--- src/rtl/instruction_fetch.sv ---
// Fetch stage: owns the PC, reads the combinational instruction memory and
// holds the fetched word in the IF/ID register toward decode.
module instruction_fetch #(
  parameter logic [31:0] RESET_PC  = 32'h0000_0000,
  parameter int unsigned MEM_BYTES = 256
) (
  input  logic        clk,
  input  logic        reset,
  output logic [31:0] mem_address,
  input  logic [31:0] mem_instruction,
  input  logic        redirect_valid,
  input  logic [31:0] redirect_target,
  input  logic        id_ready,
  output logic        if_valid,
  output logic [31:0] if_instruction,
  output logic [31:0] if_pc,
  output logic [31:0] if_pc_plus4,
  output logic        fault,
  output logic [31:0] fault_pc,
  output logic [1:0]  dbg_state
);

  typedef enum logic [1:0] {
    ST_BOOT = 2'd0,
    ST_RUN  = 2'd1,
    ST_HALT = 2'd2
  } state_e;

  localparam logic [31:0] LAST_PC = 32'(MEM_BYTES - 4);

  state_e      state_q, state_d;
  logic [31:0] pc_q, pc_d;
  logic        if_valid_q, if_valid_d;
  logic [31:0] if_instr_q, if_instr_d;
  logic [31:0] if_pc_q, if_pc_d;
  logic [31:0] if_pc4_q, if_pc4_d;
  logic        fault_q, fault_d;
  logic [31:0] fault_pc_q, fault_pc_d;
  logic        load_ok;
  logic        pc_legal;

  // Handshake: decode takes the IF/ID contents on an edge with if_valid=1 and
  // id_ready=1; while if_valid=1 and id_ready=0 the contents are held, and only
  // a redirect may drop them.
  always_comb begin
    state_d    = state_q;
    pc_d       = pc_q;
    if_valid_d = if_valid_q;
    if_instr_d = if_instr_q;
    if_pc_d    = if_pc_q;
    if_pc4_d   = if_pc4_q;
    fault_d    = fault_q;
    fault_pc_d = fault_pc_q;

    load_ok  = (state_q == ST_RUN) && !redirect_valid && (!if_valid_q || id_ready);
    pc_legal = (pc_q <= LAST_PC) && (pc_q[1:0] == 2'b00);

    case (state_q)
      ST_BOOT: begin
        state_d = ST_RUN;
      end
      ST_RUN: begin
        if (redirect_valid) begin
          // Redirect wins over any load; the held word is flushed either way.
          if_valid_d = 1'b0;
          if (redirect_target[1:0] != 2'b00) begin
            state_d    = ST_HALT;
            fault_d    = 1'b1;
            fault_pc_d = redirect_target;
          end else begin
            pc_d = redirect_target;
          end
        end else if (load_ok) begin
          if (pc_legal) begin
            if_instr_d = mem_instruction;
            if_pc_d    = pc_q;
            if_pc4_d   = pc_q + 32'd4;
            if_valid_d = 1'b1;
            pc_d       = pc_q + 32'd4;
          end else begin
            state_d    = ST_HALT;
            fault_d    = 1'b1;
            fault_pc_d = pc_q;
            if_valid_d = 1'b0;
          end
        end
      end
      ST_HALT: begin
        if_valid_d = 1'b0;
      end
      default: begin
        state_d = ST_HALT;
      end
    endcase
  end

  always_ff @(posedge clk or posedge reset) begin
    if (reset) begin
      state_q    <= ST_BOOT;
      pc_q       <= RESET_PC;
      if_valid_q <= 1'b0;
      if_instr_q <= 32'd0;
      if_pc_q    <= 32'd0;
      if_pc4_q   <= 32'd0;
      fault_q    <= 1'b0;
      fault_pc_q <= 32'd0;
    end else begin
      state_q    <= state_d;
      pc_q       <= pc_d;
      if_valid_q <= if_valid_d;
      if_instr_q <= if_instr_d;
      if_pc_q    <= if_pc_d;
      if_pc4_q   <= if_pc4_d;
      fault_q    <= fault_d;
      fault_pc_q <= fault_pc_d;
    end
  end

  assign mem_address    = pc_q;
  assign if_valid       = if_valid_q;
  assign if_instruction = if_instr_q;
  assign if_pc          = if_pc_q;
  assign if_pc_plus4    = if_pc4_q;
  assign fault          = fault_q;
  assign fault_pc       = fault_pc_q;
  assign dbg_state      = state_q;

endmodule

--- config.mk ---
export PLATFORM = sky130hd
export DESIGN_NAME = instruction_fetch
export DESIGN_NICKNAME = d
export VERILOG_FILES = /design/src/rtl/instruction_fetch.sv
export SDC_FILE = /design/constraint.sdc
export NUM_CORES = 1
export LEC_CHECK = 0
export ABC_AREA = 1
export BUFFER_PORTS_ARGS = -buffer_cell sky130_fd_sc_hd__buf_2
export CAP_MARGIN = 10
export CELL_PAD_IN_SITES_DETAIL_PLACEMENT = 0
export CELL_PAD_IN_SITES_GLOBAL_PLACEMENT = 1
export CORE_ASPECT_RATIO = 0.9
export CORE_MARGIN = 2
export CORE_UTILIZATION = 39
export DETAILED_ROUTE_END_ITERATION = 7
export HOLD_SLACK_MARGIN = 0.1
export PLACE_DENSITY_LB_ADDON = 0.1
export SLEW_MARGIN = 20
export SYNTH_ARGS = -nofsm -noshare
export SYNTH_HDL_FRONTEND = slang
export SYNTH_SLANG_ARGS = --single-unit
export TNS_END_PERCENT = 5
--- constraint.sdc ---
create_clock -name clk -period 9.75 [get_ports clk]
set_input_delay 1.95 -clock clk [delete_from_list [all_inputs] [get_ports clk]]
set_output_delay 1.95 -clock clk [all_outputs]
set_load 0.02 [all_outputs]
# == Word-level counts from Yosys, hierarchy flattened ==
# Index checks and enable logic that the tools add are counted.
# word_totals
register_bits,164
elab_cells,58
input_bits,68
output_inout_bits,164
# classes
add_sub_neg,1
n_reduce_logical,17
mux,21
n_eq_ne,8
magnitude_cmp,1
n_bitwise,2
# op_table
op,count
two-way mux 32 bit,8
"adder 32 x 3 -> 32 bit, second input constant",1
"less-or-equal comparator 32 x 8 -> 1 bit, second input constant",1
AND reduction 4 bit,4
two-way mux 2 bit,4
nonzero test 2 bit,4
two-way mux 1 bit,7
"inequality test 3 bit, second input constant",2
case mux 2 bit (3 select lines),1
logical NOT 2 bit,2
"inequality test 2 bit, second input constant",2
logical AND 1 bit,3
"inequality test 3 x 2 -> 1 bit, second input constant",1
"== test 2 x 1 -> 1 bit, second input constant",1
"== test 2 bit, second input constant",1
logical NOT 1 bit,2
"inequality test 2 x 1 -> 1 bit, second input constant",1
NOT 1 bit,2
case mux 1 bit (2 select lines),1
AND reduction 2 bit,1
logical OR 1 bit,1

# == Depth between registers and ports, before layout ==
# depth
word_depth,6
mapped_depth,12
ltp_nobuf,12

# == Worst setup path before layout ==
# OpenSTA, ideal clock, no wires.
# synth_path
path_type,in2reg
start,in redirect_valid
end,reg fault_pc_q[1] (netlist: fault_pc[1])
setup_ns,0.123
required_ns,9.627
path_slack_ns,6.786
t_arrival_ns,2.841
n_path_buf,2
path_stages,8
cell_sequence,nor3_2 -> o21ai_1 -> inv_2 -> nand3_2 -> buf_6 -> buf_6 -> nand2_1 -> o21ai_1
# synth_via
elab_chain_len,5
word_cells_on_any_way,8
cone_classes,eq/ne: 2; mux: 1; reduce/logical: 5
# synth_lines
element,line,rtl
"start, declared",11,"input logic redirect_valid,"
logical NOT 1 bit,55,load_ok = (state_q == ST_RUN) && !redirect_valid && (!if_valid_q || id_ready);
logical AND 1 bit (2 in series),55,
nonzero test 2 bit (no line),n/a,
AND reduction 4 bit (no line),n/a,
"end signal, assigned",115,fault_pc_q <= fault_pc_d;
"end, declared",38,"logic [31:0] fault_pc_q, fault_pc_d;"
# Parallel ways exist; a longest one is shown, timed or not.
# A chain may end at the register's enable or synchronous reset.

# == Worst setup path after layout ==
# layout_path
start,in redirect_valid
end,reg fault_pc_q[15] (netlist: fault_pc[15])
# Same word-level chain as after synthesis.

==> metrics.yaml <==
run_status:
  status: "complete, no violations"
worst_setup_path:
  end_kind: "flop"
  rrSetupSlack_ns: 7.03
  worstPathArrival_ns: 4.56
  critical_path.max_fanout: 68
  ff2ff_path_depth: 12
  rr_startpoint: "mem_address[16]"
  start_kind: "primary input"
  timing.rr.end: "if_pc_plus4[2]"
  setup.worst_path.start: "redirect_valid"
  critPathKind: "in2reg"
  cp.required_ns: 10.09
flow_run:
  cap_violations: 0
min_path:
  holdCritPathClass: "reg2reg"
  min_to: "fault"
  min_path_cells: 2
  hold_path.startpoint: "fault"
floorplan:
  die_h_um: 133
  start_util: 0.394
  num_io_pins: 232
  die_w_um: 147
  rows: 47
  core_um2: 18200
  dieArea_um2: 19500
drt:
  wl_um: 18900
  drt-vias-per-instance: 4.45
  drt-initial-drc-count: 302
  antenna_left: 0
  wl_per_cell_um: 13.8
  drc: 0
  vias: 6074
  drt_first_pass_iters: 4
final_layout:
  antennaDiodeCount: 0
  area_growth_pct: 26.1
  layout_common_cells: "nand2_1, buf_2, dfrtp_1, inv_1, nor2_1"
  nets: 1177
  layout_commonest_cell: "nand2_1"
  final_cells: 1366
  drive_gt1_frac: 0.255
  fin_util: 0.497
sta:
  skew_ns: 0.00994
  setup_slack_ns: 5.53
  slew_violations: 0
  fin_crit_sh: 0.433
  fin_hold_ws_ns: 0.465
  rsz0062_at_grt: "no"
  clock.fmax_mhz: 237
  worst_pin_slew_ns: 1.05
  layout_min_cycle_time_ns: 4.22
  finalHoldViolations: 0
  slew_headroom: 0.297
  tns_ns: 0
  finalSetupViolCount: 0
logic_synthesis:
  yosys.area.top_type: "dfrtp_1"
  ys_seq_elements: 162
  async_reset_ff_frac: 1.00
  ys.flop_type: "dfrtp_1"
  synth_fp_nets: 959
  ys_warn_count: 0
  synth_top_area_share: 0.564
  synth_enable_flop_cells: 0
  syn_area_per_cell_um2: 8.08
  seq_area_frac_synth: 0.564
  ys_types: 28
  synthCells: 890
  netlist_area_um2: 7190
  netlist_top_cells_area: "dfrtp_1, nand2_1, inv_1"
cts:
  cts_buffers: 17
  htree_levels: 4
  hold_buffers: 0
  clock-root-buffer: "clkbuf_16"
  clock-sinks: 162
  clk_path_buf_depth: 2
  cts-resized-gates: 0
  clk_pin_slew_ns: 0.06
  cts_tree: "built"
  post-cts-setup-buffer-count: 0
  clock_latency_ns: 0.43
power:
  vdd_drop_max_mv: 0.111
  p_per_area_nw_per_um2: 153
  leakage_nw: 5.16
grt:
  grt_pass1_wl_um: 30600
  antenna_found_initial: 1
  gr-usage-all-layers: 0.197
  grt_start_max_net_pins: 92
  first_global_vias: 5780
  grt.overflow.total: 0
placed_design:
  gp_congestion: 0.823
  dpl.hpwl_um: 13200
  dp_slack_ns: 5.10
  dp.cells: 1334
  io_buffers: 231
-- worst max-delay path by stage --
| stage | slack, ns | cells past startpoint | end |
|---|---|---|---|
| after floorplan | 3.42 | 1 | dbg_state[0] |
| after global placement | 5.16 | 9 | mem_address[21] |
| after detailed placement | 5.10 | 10 | fault_pc[15] |
| after CTS | 5.53 | 10 | fault_pc[15] |
| after global routing | 5.13 | 10 | fault_pc[15] |
| final | 5.53 | 10 | fault_pc[15] |
-- stage by stage --
stage / total power [mW] / area, um2
after detailed placement: 0.736 / 8480
after global routing: 1.44 / 9060
after CTS: 1.40 / 9060
final: 1.39 / 9060
after global placement: 0.736 / 8480
after floorplan: 0.713 / 7190
-- worst max-delay path, stage by stage --
cell	delay, ns
buf_2	0.07
buf_4	0.53
inv_2	0.38
or2_1	0.34
nor2_1	0.12
inv_2	0.08
nand3_2	0.41
buf_4	0.43
nand2_1	0.09
o21ai_1	0.09
-- synthesized netlist by cell type, types with 3 or more instances --
library cell  instances
o21ai_1              36
xor2_1                5
buf_1                 4
nand2_1             347
a21oi_1               8
buf_4                10
buf_2                 9
nand3_2               3
o21a_1               27
nand3_1              29
nand4_1               4
dfrtp_1             162
buf_6                 4
inv_1               104
clkbuf_1              9
inv_2                 7
o21ai_0              24
nor2_1               86
-- cells by family after synthesis --
group,Yosys count,synth area share
xor gates and xnor gates,6,0.00731
adders and majority gates,1,0.00174
and+or+nand+nor,478,0.263
AOI/OAI and AO/OA,95,0.0756
buffers and inverters,148,0.0884
DFF,162,0.564
-- state kept, by name, indices dropped and copies added, names as in the netlist --
register and count:
fault_pc 32, if_instruction 32, if_pc 32, mem_address 32
if_pc_plus4 30, dbg_state 2, fault 1, if_valid 1
-- where the power goes --
| group | switching [mW] | leakage (nW) | internal (mW) |
|---|---|---|---|
| combinational | 0.0322 | 2.92 | 0.0171 |
| clock | 0.296 | 0.285 | 0.367 |
| sequential | 0.000228 | 1.95 | 0.672 |
-- per-layer routing --
metal / GRT usage / part of all wire / up-vias
met5: 0 / 0.00058 / -
met4: 0.0465 / 0.0073 / 2
met3: 0.0559 / 0.063 / 10
met2: 0.295 / 0.43 / 178
met1: 0.286 / 0.49 / 2739
li1: - / - / 3145
-- final cells by class --
class	instances	area (um2)
inverters	111	422
multi-input cells	580	2500
clock buffers	18	439
flip-flops and latches	162	4050
clock inverters	14	149
well taps	245	307
repair buffers	236	1190
fillers	1877	9170
No activity file was read; power rests on OpenSTA's default activity.
